File: src/rtl/pool_output_packer_pkg.sv
// Shared pooling configuration: word size, activation bit-planes and the
// per-unit, per-mode channel slicing tables used by pool_output_packer.
package pool_output_packer_pkg;

  localparam int POOL_SIZE_MAX = 32;
  localparam int ACT_BITS      = 3;
  localparam int PLANE_W       = $clog2(ACT_BITS);
  localparam int IDX_W         = $clog2(POOL_SIZE_MAX);
  localparam int NUM_UNITS     = 2;
  localparam int NUM_MODES     = 3;
  localparam int PARALLEL_MAX  = 8;
  localparam int CHAN_W        = 3;
  localparam int NUM_W         = 4;

  localparam logic [PLANE_W-1:0] PLANE_LAST = PLANE_W'(ACT_BITS - 1);

  localparam int PARALLEL_NUM [NUM_UNITS][NUM_MODES] = '{
    '{1, 2, 6},
    '{1, 4, 8}
  };

  localparam int PARALLEL_WIDTH [NUM_UNITS][NUM_MODES] = '{
    '{28, 10, 5},
    '{32,  8, 4}
  };

  // {low, high} bit range of each channel inside the pooled word
  localparam int PARALLEL_OUT [NUM_UNITS][NUM_MODES][PARALLEL_MAX][2] = '{
    '{
      '{'{0, 27}, '{0, 0},   '{0, 0},   '{0, 0},   '{0, 0},   '{0, 0},   '{0, 0}, '{0, 0}},
      '{'{0, 9},  '{10, 19}, '{0, 0},   '{0, 0},   '{0, 0},   '{0, 0},   '{0, 0}, '{0, 0}},
      '{'{0, 4},  '{6, 10},  '{12, 16}, '{17, 21}, '{22, 26}, '{27, 31}, '{0, 0}, '{0, 0}}
    },
    '{
      '{'{0, 31}, '{0, 0},   '{0, 0},   '{0, 0},   '{0, 0},   '{0, 0},   '{0, 0},   '{0, 0}},
      '{'{0, 7},  '{8, 15},  '{16, 23}, '{24, 31}, '{0, 0},   '{0, 0},   '{0, 0},   '{0, 0}},
      '{'{0, 3},  '{4, 7},   '{8, 11},  '{12, 15}, '{16, 19}, '{20, 23}, '{24, 27}, '{28, 31}}
    }
  };

  typedef enum logic [1:0] {
    ST_IDLE    = 2'd0,
    ST_WAIT_IN = 2'd1,
    ST_EMIT    = 2'd2
  } pack_state_e;

  function automatic logic [NUM_W-1:0] par_num(input int unit, input logic [1:0] m);
    return NUM_W'(PARALLEL_NUM[unit][m]);
  endfunction

  function automatic logic [IDX_W-1:0] slice_bound(input int unit, input logic [1:0] m,
                                                   input logic [CHAN_W-1:0] chan, input logic hi);
    return IDX_W'(PARALLEL_OUT[unit][m][chan][hi]);
  endfunction

endpackage

File: src/rtl/pool_output_packer_slice_mux.sv
// pool_slice_mux: extracts word[high:low] and right-aligns it, upper bits zero.
module pool_slice_mux
  import pool_output_packer_pkg::*;
(
  input  logic [POOL_SIZE_MAX-1:0] word,
  input  logic [IDX_W-1:0]         low,
  input  logic [IDX_W-1:0]         high,
  output logic [POOL_SIZE_MAX-1:0] aligned
);

  logic [IDX_W:0]         width_s;
  logic [POOL_SIZE_MAX-1:0] mask_s;

  // A full-width slice sets the top width bit, which needs an all-ones mask
  always_comb begin
    width_s = {1'b0, high} - {1'b0, low} + (IDX_W + 1)'(1);
    mask_s  = width_s[IDX_W] ? {POOL_SIZE_MAX{1'b1}}
                             : ((POOL_SIZE_MAX'(1) << width_s[IDX_W-1:0]) - POOL_SIZE_MAX'(1));
    aligned = (word >> low) & mask_s;
  end

endmodule

File: src/rtl/pool_output_packer.sv
// Splits each pooled bit-plane word into per-channel output words.
// Optional statistics counters are enabled with POOL_PACK_STATS_EN.
module pool_output_packer
  import pool_output_packer_pkg::*;
#(
  parameter int UNIT = 0
) (
  input  logic                     clk,
  input  logic                     rst_n,
  input  logic                     start,
  input  logic [1:0]               mode,
  input  logic                     in_valid,
  output logic                     in_ready,
  input  logic [POOL_SIZE_MAX-1:0] in_data,
  input  logic                     in_last,
  output logic                     out_valid,
  input  logic                     out_ready,
  output logic [POOL_SIZE_MAX-1:0] out_data,
  output logic [CHAN_W-1:0]        out_chan,
  output logic [PLANE_W-1:0]       out_plane,
  output logic                     out_last,
  output logic                     busy,
  output logic                     err
`ifdef POOL_PACK_STATS_EN
  ,
  output logic [31:0]              stat_words,
  output logic [31:0]              stat_stalls
`endif
);

  pack_state_e              state_q, state_d;
  logic [1:0]               mode_q, mode_d;
  logic [CHAN_W-1:0]        p_q, p_d;
  logic [PLANE_W-1:0]       plane_q, plane_d;
  logic [POOL_SIZE_MAX-1:0] data_q, data_d;
  logic                     last_q, last_d;
  logic                     out_valid_q, out_valid_d;
  logic [POOL_SIZE_MAX-1:0] out_data_q, out_data_d;
  logic                     out_last_q, out_last_d;
  logic                     busy_q, busy_d;
  logic                     err_q, err_d;

  logic [NUM_W-1:0]         num_s;
  logic                     final_chan_s;
  logic                     out_fire_s;
  logic                     in_ready_s;
  logic                     in_fire_s;
  logic [PLANE_W-1:0]       plane_inc_s;
  logic [PLANE_W-1:0]       word_plane_s;
  logic [POOL_SIZE_MAX-1:0] mux_word_s;
  logic [CHAN_W-1:0]        mux_p_s;
  logic [IDX_W-1:0]         low_s;
  logic [IDX_W-1:0]         high_s;
  logic [POOL_SIZE_MAX-1:0] slice_s;
  logic                     load_last_s;
  logic                     start_accept_s;

  // Handshake decode; the next input is taken during the last channel's handshake
  always_comb begin
    num_s          = par_num(UNIT, mode_q);
    final_chan_s   = ({1'b0, p_q} == (num_s - NUM_W'(1)));
    out_fire_s     = out_valid_q && out_ready;
    in_ready_s     = (state_q == ST_WAIT_IN) ||
                     ((state_q == ST_EMIT) && final_chan_s && !last_q && out_fire_s);
    in_fire_s      = in_valid && in_ready_s;
    plane_inc_s    = (plane_q == PLANE_LAST) ? '0 : plane_q + PLANE_W'(1);
    word_plane_s   = (state_q == ST_EMIT) ? plane_inc_s : plane_q;
    mux_word_s     = in_fire_s ? in_data : data_q;
    mux_p_s        = in_fire_s ? '0 : p_q + CHAN_W'(1);
    low_s          = slice_bound(UNIT, mode_q, mux_p_s, 1'b0);
    high_s         = slice_bound(UNIT, mode_q, mux_p_s, 1'b1);
    load_last_s    = ({1'b0, mux_p_s} == (num_s - NUM_W'(1))) && (in_fire_s ? in_last : last_q);
    start_accept_s = (state_q == ST_IDLE) && start && (mode != 2'd3);
  end

  pool_slice_mux u_slice (
    .word    (mux_word_s),
    .low     (low_s),
    .high    (high_s),
    .aligned (slice_s)
  );

  // Next-state and output-register computation
  always_comb begin
    state_d     = state_q;
    mode_d      = mode_q;
    p_d         = p_q;
    plane_d     = plane_q;
    data_d      = data_q;
    last_d      = last_q;
    out_valid_d = out_valid_q;
    out_data_d  = out_data_q;
    out_last_d  = out_last_q;
    busy_d      = busy_q;
    err_d       = err_q;
    case (state_q)
      ST_IDLE: begin
        if (start && (mode == 2'd3)) begin
          err_d = 1'b1;
        end else if (start) begin
          state_d = ST_WAIT_IN;
          mode_d  = mode;
          plane_d = '0;
          p_d     = '0;
          busy_d  = 1'b1;
          err_d   = 1'b0;
        end else begin
          state_d = ST_IDLE;
        end
      end
      ST_WAIT_IN: begin
        if (in_fire_s) begin
          state_d     = ST_EMIT;
          data_d      = in_data;
          last_d      = in_last;
          p_d         = '0;
          out_valid_d = 1'b1;
          out_data_d  = slice_s;
          out_last_d  = load_last_s;
          err_d       = err_q | (in_last && (word_plane_s != PLANE_LAST));
        end else begin
          state_d = ST_WAIT_IN;
        end
      end
      ST_EMIT: begin
        if (!out_fire_s) begin
          state_d = ST_EMIT;
        end else if (!final_chan_s) begin
          p_d        = mux_p_s;
          out_data_d = slice_s;
          out_last_d = load_last_s;
        end else if (in_fire_s) begin
          plane_d     = plane_inc_s;
          data_d      = in_data;
          last_d      = in_last;
          p_d         = '0;
          out_valid_d = 1'b1;
          out_data_d  = slice_s;
          out_last_d  = load_last_s;
          err_d       = err_q | (in_last && (word_plane_s != PLANE_LAST));
        end else if (last_q) begin
          plane_d     = plane_inc_s;
          state_d     = ST_IDLE;
          busy_d      = 1'b0;
          out_valid_d = 1'b0;
          out_last_d  = 1'b0;
          p_d         = '0;
        end else begin
          plane_d     = plane_inc_s;
          state_d     = ST_WAIT_IN;
          out_valid_d = 1'b0;
          out_last_d  = 1'b0;
          p_d         = '0;
        end
      end
      default: begin
        state_d     = ST_IDLE;
        busy_d      = 1'b0;
        out_valid_d = 1'b0;
        p_d         = '0;
      end
    endcase
  end

  // State and output registers
  always_ff @(posedge clk or negedge rst_n) begin
    if (!rst_n) begin
      state_q     <= ST_IDLE;
      mode_q      <= 2'd0;
      p_q         <= '0;
      plane_q     <= '0;
      data_q      <= '0;
      last_q      <= 1'b0;
      out_valid_q <= 1'b0;
      out_data_q  <= '0;
      out_last_q  <= 1'b0;
      busy_q      <= 1'b0;
      err_q       <= 1'b0;
    end else begin
      state_q     <= state_d;
      mode_q      <= mode_d;
      p_q         <= p_d;
      plane_q     <= plane_d;
      data_q      <= data_d;
      last_q      <= last_d;
      out_valid_q <= out_valid_d;
      out_data_q  <= out_data_d;
      out_last_q  <= out_last_d;
      busy_q      <= busy_d;
      err_q       <= err_d;
    end
  end

  assign in_ready  = in_ready_s;
  assign out_valid = out_valid_q;
  assign out_data  = out_data_q;
  assign out_chan  = p_q;
  assign out_plane = plane_q;
  assign out_last  = out_last_q;
  assign busy      = busy_q;
  assign err       = err_q;

`ifdef POOL_PACK_STATS_EN
  logic [31:0] stat_words_q, stat_words_d;
  logic [31:0] stat_stalls_q, stat_stalls_d;

  // Saturating counters, cleared when a job is accepted
  always_comb begin
    stat_words_d  = stat_words_q;
    stat_stalls_d = stat_stalls_q;
    if (start_accept_s) begin
      stat_words_d  = 32'd0;
      stat_stalls_d = 32'd0;
    end else begin
      if (out_fire_s && (stat_words_q != 32'hFFFF_FFFF)) begin
        stat_words_d = stat_words_q + 32'd1;
      end else begin
        stat_words_d = stat_words_q;
      end
      if (out_valid_q && !out_ready && (stat_stalls_q != 32'hFFFF_FFFF)) begin
        stat_stalls_d = stat_stalls_q + 32'd1;
      end else begin
        stat_stalls_d = stat_stalls_q;
      end
    end
  end

  // Statistics registers
  always_ff @(posedge clk or negedge rst_n) begin
    if (!rst_n) begin
      stat_words_q  <= 32'd0;
      stat_stalls_q <= 32'd0;
    end else begin
      stat_words_q  <= stat_words_d;
      stat_stalls_q <= stat_stalls_d;
    end
  end

  assign stat_words  = stat_words_q;
  assign stat_stalls = stat_stalls_q;
`else
  logic unused_start_accept_s;
  assign unused_start_accept_s = start_accept_s;
`endif

endmodule
File: config.mk
export PLATFORM = sky130hd
export DESIGN_NAME = pool_output_packer
export DESIGN_NICKNAME = d
export VERILOG_FILES = /design/src/rtl/pool_output_packer_pkg.sv /design/src/rtl/pool_output_packer_slice_mux.sv /design/src/rtl/pool_output_packer.sv
export SDC_FILE = /design/constraint.sdc
export NUM_CORES = 1
export LEC_CHECK = 0
export CAP_MARGIN = 20
export CORE_MARGIN = 4
export CORE_UTILIZATION = 63
export CTS_BUF_LIST = sky130_fd_sc_hd__clkbuf_4
export DETAILED_ROUTE_END_ITERATION = 16
export PLACE_DENSITY_LB_ADDON = 0.2
export SLEW_MARGIN = 20
export SYNTH_ARGS = -nofsm -noshare
export SYNTH_HDL_FRONTEND = slang
export SYNTH_SLANG_ARGS = --single-unit
File: constraint.sdc
create_clock -name clk -period 13.8 [get_ports clk]
set_input_delay 2.76 -clock clk [delete_from_list [all_inputs] [get_ports clk]]
set_output_delay 2.76 -clock clk [all_outputs]
set_load 0.01 [all_outputs]
==> results of run 1 <==
cell type report:
cell class,instances,area [um^2]
flip-flops and latches,78,1950
inverters,19,71.3
clock inverters,5,81.3
multi-input cells,667,4580
fillers,770,2580
well taps,136,170
repair buffers,93,902
clock buffers,11,82.6
sequential cells by signal (all words and copies together), names as in the netlist:
signal,count
data_q,32
out_data,32
out_chan,3
mode_q,2
out_plane,2
state_q,2
busy,1
err,1
last_q,1
out_last,1
out_valid,1
synth_stat cells, types with 9 or more instances:
cell type / instances
nand2_1: 89
dfrtp_1: 78
nor2_1: 75
mux2_2: 54
a21oi_1: 48
o21ai_0: 44
clkbuf_1: 30
mux2i_1: 25
nand3_1: 22
nor3_1: 22
buf_2: 21
ha_1: 20
inv_1: 17
a211oi_1: 16
a31oi_1: 15
a32o_1: 13
nand4_1: 12
o31ai_1: 12
or3_1: 11
a221oi_1: 10
nand2b_1: 10
o22ai_1: 10
and2_1: 9
o221ai_1: 9
worst max-delay path, delay by kind of cell:
family	cells	cell delay, ns
adder cells (fa/ha/maj)	3	1.76
AO/OA/AOI/OAI	6	1.56
buffers and inverters	3	0.88
AND/OR/NAND/NOR	8	3.07
how the worst min path moves through the flow:
| stage | start | endpoint | slack (ns) | cells past startpoint |
|---|---|---|---|---|
| after floorplan | data_q[0] | data_q[0] | 0.48 | 1 |
| after global placement | out_data[18] | out_data[18] | 0.46 | 2 |
| after detailed placement | out_data[18] | out_data[18] | 0.47 | 2 |
| after CTS | out_data[18] | out_data[18] | 0.50 | 2 |
| after global routing | out_data[28] | out_data[28] | 0.52 | 1 |
| final | out_data[18] | out_data[18] | 0.50 | 2 |
cell families (layout without fill, tap and decap cells):
group	count (synthesis)	count (layout)	share of synthesized area, %
AO/OA/AOI/OAI	265	265	27.8
XOR/XNOR	14	14	2.11
adder cells (fa/ha/maj)	21	21	3.96
buffers and inverters	75	128	4.57
flip-flops	78	78	28.6
multiplexers	79	79	12.6
AND/OR/NAND/NOR	288	288	20.4
per-layer routing:
| layer | up-vias | share of wire [%] |
|---|---|---|
| met5 | - | 0 |
| met4 | 0 | 5.4 |
| met3 | 146 | 13 |
| met2 | 693 | 45 |
| met1 | 3551 | 36 |
| li1 | 3219 | - |
per-stage QoR:
stage | setup WS [ns] | instances | utilization, % | area (um^2) | hold WS (ns)
4_1_cts | 4.36 | 1009 | 75.2 | 7840 | 0.500
3_3_place_gp | 4.32 | 993 | 73.6 | 7670 | 0.462
2_1_floorplan | 5.77 | 820 | - | 6820 | 0.480
3_5_place_dp | 3.93 | 993 | 73.6 | 7670 | 0.469
5_1_grt | 3.57 | 1009 | 75.3 | 7840 | 0.523
6_report | 4.10 | 1009 | 75.3 | 7840 | 0.497
==> flow_metrics.env, run 1 <==
export IMPL_status="finished clean"
export IMPL_numCtsBuffers=9
export IMPL_use_met2_pct=62.6
export IMPL_route_detailed_drc=0
export IMPL_drtAntennaViolNets=0
export IMPL_max_slew_margin_pct=29.5
export IMPL_reg2reg_to="out_data[6]"
export IMPL_setup_viol=0
export IMPL_syn_num_nets=881
export IMPL_path_cells="clkdlybuf4s50_1 > and4b_1 > and2_0 > a211oi_2 > and2_0 > inv_1 > ha_1 > inv_1 > fa_1 > nor2b_1 > nand2_1 > nor2_1 > nand2_1 > ha_1 > nor2_1 > a31oi_1 > o221ai_1 > a21boi_0 > a31o_2 > a211oi_1"
export IMPL_placementRows=37
export IMPL_critPathArrivalTime_ns=10.04
export IMPL_hold_path_class="flop to flop"
export IMPL_reg2reg_depth=20
export IMPL_portBuffers=81
export IMPL_worstSkewPairLatency_ns=0.46
export IMPL_grt_max_degree=79
export IMPL_grt_pass1_vias=7251
export IMPL_grt_remaining_overflow=0
export IMPL_synth_edff_count=0
export IMPL_clkSinkCount=78
export IMPL_wirelength_um=25200
export IMPL_final_cell_mix="89 x nand2_1, 80 x clkdlybuf4s50_1, 78 x dfrtp_1"
export IMPL_area_growth_pct=14.9
export IMPL_slowest_stage="fa_1"
export IMPL_setup_tns_ns=0
export IMPL_hold_viol=0
export IMPL_drtPass1Iterations=8
export IMPL_cpPeakStageDelay_ns=0.87
export IMPL_grt_pass1_wl_um=39600
export IMPL_hpwlAfterDp_um=18300
export IMPL_met3_usage_pct=8.19
export IMPL_cp_required_ns=14.14
export IMPL_rrSetupSlack_ns=5.58
export IMPL_cap_violations=0
export IMPL_rr_startpoint="out_chan[0]"
export IMPL_yosysWarnings=0
export IMPL_die_w_um=112
export IMPL_rsz0062_at_grt="no"
export IMPL_die_h_um=112
export IMPL_synth_area_leader_cell="dfrtp_1"
export IMPL_drtIter0Drc=1447
export IMPL_clkTransAtPathRegs_ns=0.13
export IMPL_tritoncts="yes"
export IMPL_endpoint_kind="flop"
export IMPL_busiest_layer="met2"
export IMPL_post_drt_wl_per_cell_um=24.9
export IMPL_cts_resized=0
export IMPL_max_freq_ghz=0.103
export IMPL_ys_top_cells_by_area="dfrtp_1 29%, mux2_2 8.9%, nand2_1 4.9%, nor2_1 4.1%, ha_1 3.7%"
export IMPL_cts_hold_buffers=0
export IMPL_clock_skew_ns=0.0260
export IMPL_period_share_pct=70.3
export IMPL_syn_inst=820
export IMPL_nets=929
export IMPL_mostFrequentLayoutCell="nand2_1"
export IMPL_place_congestion=1.09
export IMPL_grtUsageMet1_pct=51.6
export IMPL_dieArea_um2=12600
export IMPL_startpoint="out_ready"
export IMPL_layout_drive_gt1_share_pct=11.7
export IMPL_path_max_fanout=21
export IMPL_timing_worst_setup_path_type="input port to flop"
export IMPL_core_um2=10400
export IMPL_antenna_found_initial=0
export IMPL_synth_top_area_share_pct=28.6
export IMPL_synthDistinctLibCells=82
export IMPL_async_reset_ff_share_pct=100
export IMPL_diodes=0
export IMPL_htreeDepth=3
export IMPL_post_route_min_period_ns=9.70
export IMPL_slew_viol_final=0
export IMPL_endpoint="out_data[6]"
export IMPL_grtUsageTotal_pct=39.2
export IMPL_initial_utilization_pct=65.5
export IMPL_pin_count=82
export IMPL_seq_area_frac_synth_pct=28.6
export IMPL_post_cts_buffers=0
export IMPL_cts_buffer_depth=2
export IMPL_start_kind="input port"
export IMPL_cts_root_buf="clkbuf_4"
export IMPL_ys_seq_elements=78
export IMPL_synth_avg_cell_area_um2=8.32
export IMPL_worstMarginPinSlew_ns=1.05
export IMPL_vias_per_cell=7.54
export IMPL_num_vias=7609
export IMPL_ys_flop_type="dfrtp_1"
export IMPL_synthesis_area_um2=6820
Power of run 1 is left out: the tool's default activity adds up to more than one toggle a clock period on the data nets, which glitch-free logic cannot reach.
==> run 2, diff against run 1 <==
CORE_UTILIZATION = 59   (was 63)
clock period = 10.2 ns   (was 13.8 ns; I/O delays follow)
==> run 2 against run 1 <==
  * Clock skew fell by 0.0042 ns
  * Sequential cell count did not move
  * First-iteration DRC count fell by 23%
  * Sequential share of layout area rose by 0.25 points
  * Clock-buffer cell count fell by 2
  * Global-route usage fell by 2.4 points
  * Final cell count rose by 0.30%
  * Non-clock buffer count fell by 1
  * Register-to-register slack got worse by 3.5 ns
  * Worst hold slack improved by 0.0079 ns
  * Worst setup slack got worse by 2.8 ns
  * Die area rose by 6.3%
  * Critical path type unchanged
  * Highest routed layer unchanged
==> flow_metrics.env, run 2 (synthesis results as in run 1) <==
export IMPL_status="finished clean"
export IMPL_endpoint="out_data[6]"
export IMPL_grt_pass1_vias=6731
export IMPL_route_detailed_drc=0
export IMPL_placementRows=39
export IMPL_clkTransAtPathRegs_ns=0.12
export IMPL_num_vias=7331
export IMPL_cts_resized=0
export IMPL_wirelength_um=24200
export IMPL_slowest_stage="fa_1"
export IMPL_dieArea_um2=13300
export IMPL_setup_ws_ns=1.32
export IMPL_pin_count=82
export IMPL_die_h_um=116
export IMPL_final_cell_mix="89 x nand2_1, 80 x clkdlybuf4s50_1, 78 x dfrtp_1"
export IMPL_rsz0062_at_grt="no"
export IMPL_critPathArrivalTime_ns=9.28
export IMPL_slew_viol_final=0
export IMPL_hold_viol=0
export IMPL_place_congestion=1.03
export IMPL_htreeDepth=3
export IMPL_hold_slack_ns=0.505
export IMPL_numCtsBuffers=9
export IMPL_timing_worst_setup_path_type="input port to flop"
export IMPL_drtAntennaViolNets=0
export IMPL_rrSetupSlack_ns=2.07
export IMPL_vias_per_cell=7.24
export IMPL_worstMarginPinSlew_ns=1.09
export IMPL_worstSkewPairLatency_ns=0.49
export IMPL_cpPeakStageDelay_ns=0.89
export IMPL_final_util_pct=68.3
export IMPL_post_cts_buffers=0
export IMPL_hold_path_class="flop to flop"
export IMPL_path_cells="clkdlybuf4s50_1 > and4b_1 > and2_0 > a211oi_2 > and2_0 > inv_1 > ha_1 > inv_1 > fa_1 > nor2b_1 > nand2_1 > nor2_1 > nand2_1 > ha_1 > nor2_1 > a31oi_1 > o221ai_1 > a21boi_0 > a31o_2 > a211oi_1"
export IMPL_core_um2=11400
export IMPL_nets=928
export IMPL_period_share_pct=87.1
export IMPL_hpwlAfterDp_um=18000
export IMPL_drtPass1Iterations=8
export IMPL_die_w_um=116
export IMPL_cap_violations=0
export IMPL_drtIter0Drc=1121
export IMPL_diodes=0
export IMPL_start_kind="input port"
export IMPL_reg2reg_depth=20
export IMPL_grt_pass1_wl_um=37900
export IMPL_reg2reg_to="out_data[6]"
export IMPL_cts_root_buf="clkbuf_4"
export IMPL_portBuffers=81
export IMPL_post_drt_wl_per_cell_um=23.9
export IMPL_cp_required_ns=10.60
export IMPL_mostFrequentLayoutCell="nand2_1"
export IMPL_path_max_fanout=21
export IMPL_clkSinkCount=78
export IMPL_rr_startpoint="out_chan[0]"
export IMPL_startpoint="out_ready"
export IMPL_layout_drive_gt1_share_pct=11.0
export IMPL_antenna_found_initial=0
export IMPL_area_growth_pct=13.8
export IMPL_initial_utilization_pct=60.0
export IMPL_clock_skew_ns=0.0217
export IMPL_endpoint_kind="flop"
export IMPL_setup_viol=0
export IMPL_post_place_ws_ns=1.07
export IMPL_setup_tns_ns=0
export IMPL_grt_max_degree=79
export IMPL_cts_buffer_depth=2
export IMPL_tritoncts="yes"
export IMPL_grtUsageTotal_pct=36.8
export IMPL_post_route_min_period_ns=8.88
export IMPL_cts_hold_buffers=0
export IMPL_grt_remaining_overflow=0
export IMPL_max_slew_margin_pct=26.8
export IMPL_max_freq_ghz=0.113
-- run 2: cell types whose count changed in the layout (fill, tap and decap cells not counted), sizes merged --
cell | previous run | this run
clkinv | 3 | 6
buf | 13 | 12
bufinv | 2 | 0
inv | 18 | 17
clkbuf | 11 | 9
clkinvlp | 1 | 0
-- run 2: area by class of cell --
class / count / area [um^2]
timing repair buffer: 92 / 895
clock inverter: 4 / 17.5
tap: 143 / 179
sequential: 78 / 1950
clock buffer: 9 / 67.6
multi-input combinational: 667 / 4580
fill: 924 / 3610
inverter: 19 / 71.3
-- run 2: worst max-delay path: cells and delay by family --
family	cells	cell delay [ns]
compound gates	6	1.58
fa+ha+maj	3	1.77
buf+inv	3	0.91
simple gates	8	2.96
-- run 2: worst min-delay path by stage --
stage | start | to | slack [ns] | cells past startpoint
after CTS | out_data[18] | out_data[18] | 0.50 | 2
final | out_data[20] | out_data[20] | 0.51 | 2
after global placement | out_last | out_last | 0.47 | 2
after global routing | out_data[18] | out_data[18] | 0.52 | 2
after detailed placement | out_data[18] | out_data[18] | 0.47 | 2
after floorplan | data_q[0] | data_q[0] | 0.48 | 1
-- run 2: metrics by stage --
step / cell area (um^2) / cells
floorplan: 6820 / 820
global placement: 7670 / 999
detailed placement: 7670 / 999
CTS: 7760 / 1012
global route: 7760 / 1012
finish: 7760 / 1012
-- run 2: per-layer routing --
layer / part of all wire, % / GRT usage (%) / vias up
met5: 0 / 0 / -
met4: 4.8 / 17.6 / 0
met3: 9.9 / 6.37 / 87
met2: 45 / 56.6 / 543
met1: 41 / 50.4 / 3482
li1: - / - / 3219
Power of run 2 is left out for the same reason.
==> run 3, diff against run 2 <==
clock period = 8.45 ns   (was 10.2 ns; I/O delays follow)
==> run 3 against run 2 <==
  * Register-to-register slack worse by 0.55 ns
  * Die area unchanged
  * Design area up 1.4%
  * First-iteration DRC count up 18%
  * Final cell count up 0.69%
  * Clock-buffer cell count up 2
  * Non-clock buffer count up 5
  * Wire length up 3.8%
  * Via count up 1.1%
  * Worst hold slack worse by 0.0080 ns
  * Clock skew down 0.0096 ns
  * Critical path type unchanged
==> flow_metrics.env, run 3 (synthesis results as in run 1) <==
export IMPL_initial_utilization_pct=60.0
export IMPL_hold_path_class="flop to flop"
export IMPL_worstMarginPinSlew_ns=1.03
export IMPL_critical_path_top_delay_family="simple AND/OR/NAND/NOR gates"
export IMPL_slew_viol_final=0
export IMPL_post_drt_wl_per_cell_um=24.7
export IMPL_rsz0062_at_grt="no"
export IMPL_period_share_pct=86.3
export IMPL_num_vias=7415
export IMPL_nets=933
export IMPL_startpoint="out_ready"
export IMPL_grt_max_degree=79
export IMPL_cts_root_buf="clkbuf_4"
export IMPL_finalNonFillerCells=1019
export IMPL_post_cts_buffers=0
export IMPL_worstSkewPairLatency_ns=0.48
export IMPL_setup_tns_ns=0
export IMPL_drtAntennaViolNets=0
export IMPL_clock_skew_ns=0.0122
export IMPL_max_freq_ghz=0.137
export IMPL_core_um2=11400
export IMPL_cp_required_ns=8.85
export IMPL_htreeDepth=3
export IMPL_tritoncts="yes"
export IMPL_numCtsBuffers=9
export IMPL_die_w_um=116
export IMPL_status="finished clean"
export IMPL_hold_viol=0
export IMPL_hpwlAfterDp_um=18600
export IMPL_dieArea_um2=13300
export IMPL_diodes=0
export IMPL_slowest_stage="and2_0"
export IMPL_start_kind="input port"
export IMPL_area_growth_pct=15.3
export IMPL_place_congestion=0.980
export IMPL_grt_remaining_overflow=0
export IMPL_cp_num_buf_inv=4
export IMPL_placementRows=39
export IMPL_dp_cells=1004
export IMPL_cpPeakStageDelay_ns=0.69
export IMPL_clkSinkCount=78
export IMPL_final_cell_mix="89 x nand2_1, 80 x clkdlybuf4s50_1, 78 x dfrtp_1"
export IMPL_layout_drive_gt1_share_pct=12.0
export IMPL_post_route_min_period_ns=7.29
export IMPL_fillers=913
export IMPL_pin_count=82
export IMPL_cts_resized=0
export IMPL_cts_hold_buffers=0
export IMPL_path_cells="clkdlybuf4s50_1 > and4b_1 > and2_0 > a211oi_2 > and2_0 > inv_1 > ha_1 > inv_1 > fa_1 > xor2_1 > buf_4 > nand2_1 > nor2_1 > nand2_1 > ha_1 > nor2_1 > a31oi_1 > o221ai_1 > a21boi_0 > a31o_2 > a211oi_1"
export IMPL_portBuffers=81
export IMPL_wirelength_um=25200
export IMPL_path_max_fanout=16
export IMPL_setup_viol=0
export IMPL_grtUsageTotal_pct=37.9
export IMPL_rr_startpoint="out_chan[0]"
export IMPL_grt_pass1_wl_um=39200
export IMPL_drtIter0Drc=1324
export IMPL_max_slew_margin_pct=30.9
export IMPL_vias_per_cell=7.28
export IMPL_route_detailed_drc=0
export IMPL_critPathArrivalTime_ns=7.69
export IMPL_die_h_um=116
export IMPL_endpoint_kind="flop"
export IMPL_mostFrequentLayoutCell="nand2_1"
export IMPL_cts_buffer_depth=2
export IMPL_cap_violations=0
export IMPL_timing_worst_setup_path_type="input port to flop"
export IMPL_drtPass1Iterations=6
export IMPL_grt_pass1_vias=6975
export IMPL_clkTransAtPathRegs_ns=0.13
export IMPL_hold_start="out_data[20]"
export IMPL_antenna_found_initial=0
run 3: worst register-to-register path: cells and delay by family (launching register included):
family	cells	cell delay, ns
AND/OR/NAND/NOR	6	1.90
adder cells (fa/ha/maj)	4	1.86
AO/OA/AOI/OAI	6	1.35
buffers and inverters	4	0.87
flip-flops	1	0.66
XOR/XNOR	1	0.23
run 3: layout make-up:
cell class	instances	area [um^2]	share of cell area, %
clock buffers	11	82.6	1.05
clock inverters	4	72.6	0.922
inverters	19	71.3	0.906
multi-input cells	667	4580	58.2
flip-flops and latches	78	1950	24.8
well taps	143	179	2.27
repair buffers	97	932	11.8
run 3: path summary, 6_finish.rpt:
| kind | to | slack (ns) | cells after the start |
|---|---|---|---|
| max in group asynchronous | data_q[24] | 6.70 | 1 |
| worst min register to register | out_data[20] | 0.50 | 2 |
| worst max register to register | out_data[6] | 1.52 | 21 |
| worst max-delay path | out_data[6] | 1.16 | 21 |
| worst min-delay path | out_data[20] | 0.50 | 2 |
| min in group asynchronous | out_data[26] | 1.22 | 1 |
run 3: layer usage:
metal / global-route usage, % / part of all wire [%] / vias to the layer above
met5: 0 / 0 / -
met4: 19.4 / 5.0 / 0
met3: 5.69 / 10 / 108
met2: 58.9 / 45 / 551
met1: 51.5 / 40 / 3535
li1: - / - / 3221
run 3: through the flow:
step | worst slack (ns) | hold WS (ns) | area [um^2] | utilization [%]
3_5_place_dp | 0.834 | 0.475 | 7710 | 67.8
6_report | 1.16 | 0.497 | 7870 | 69.2
2_1_floorplan | 1.49 | 0.480 | 6820 | -
3_3_place_gp | 1.16 | 0.460 | 7710 | 67.8
5_1_grt | 0.784 | 0.534 | 7870 | 69.2
4_1_cts | 1.29 | 0.504 | 7870 | 69.2
Power of run 3 is left out for the same reason.
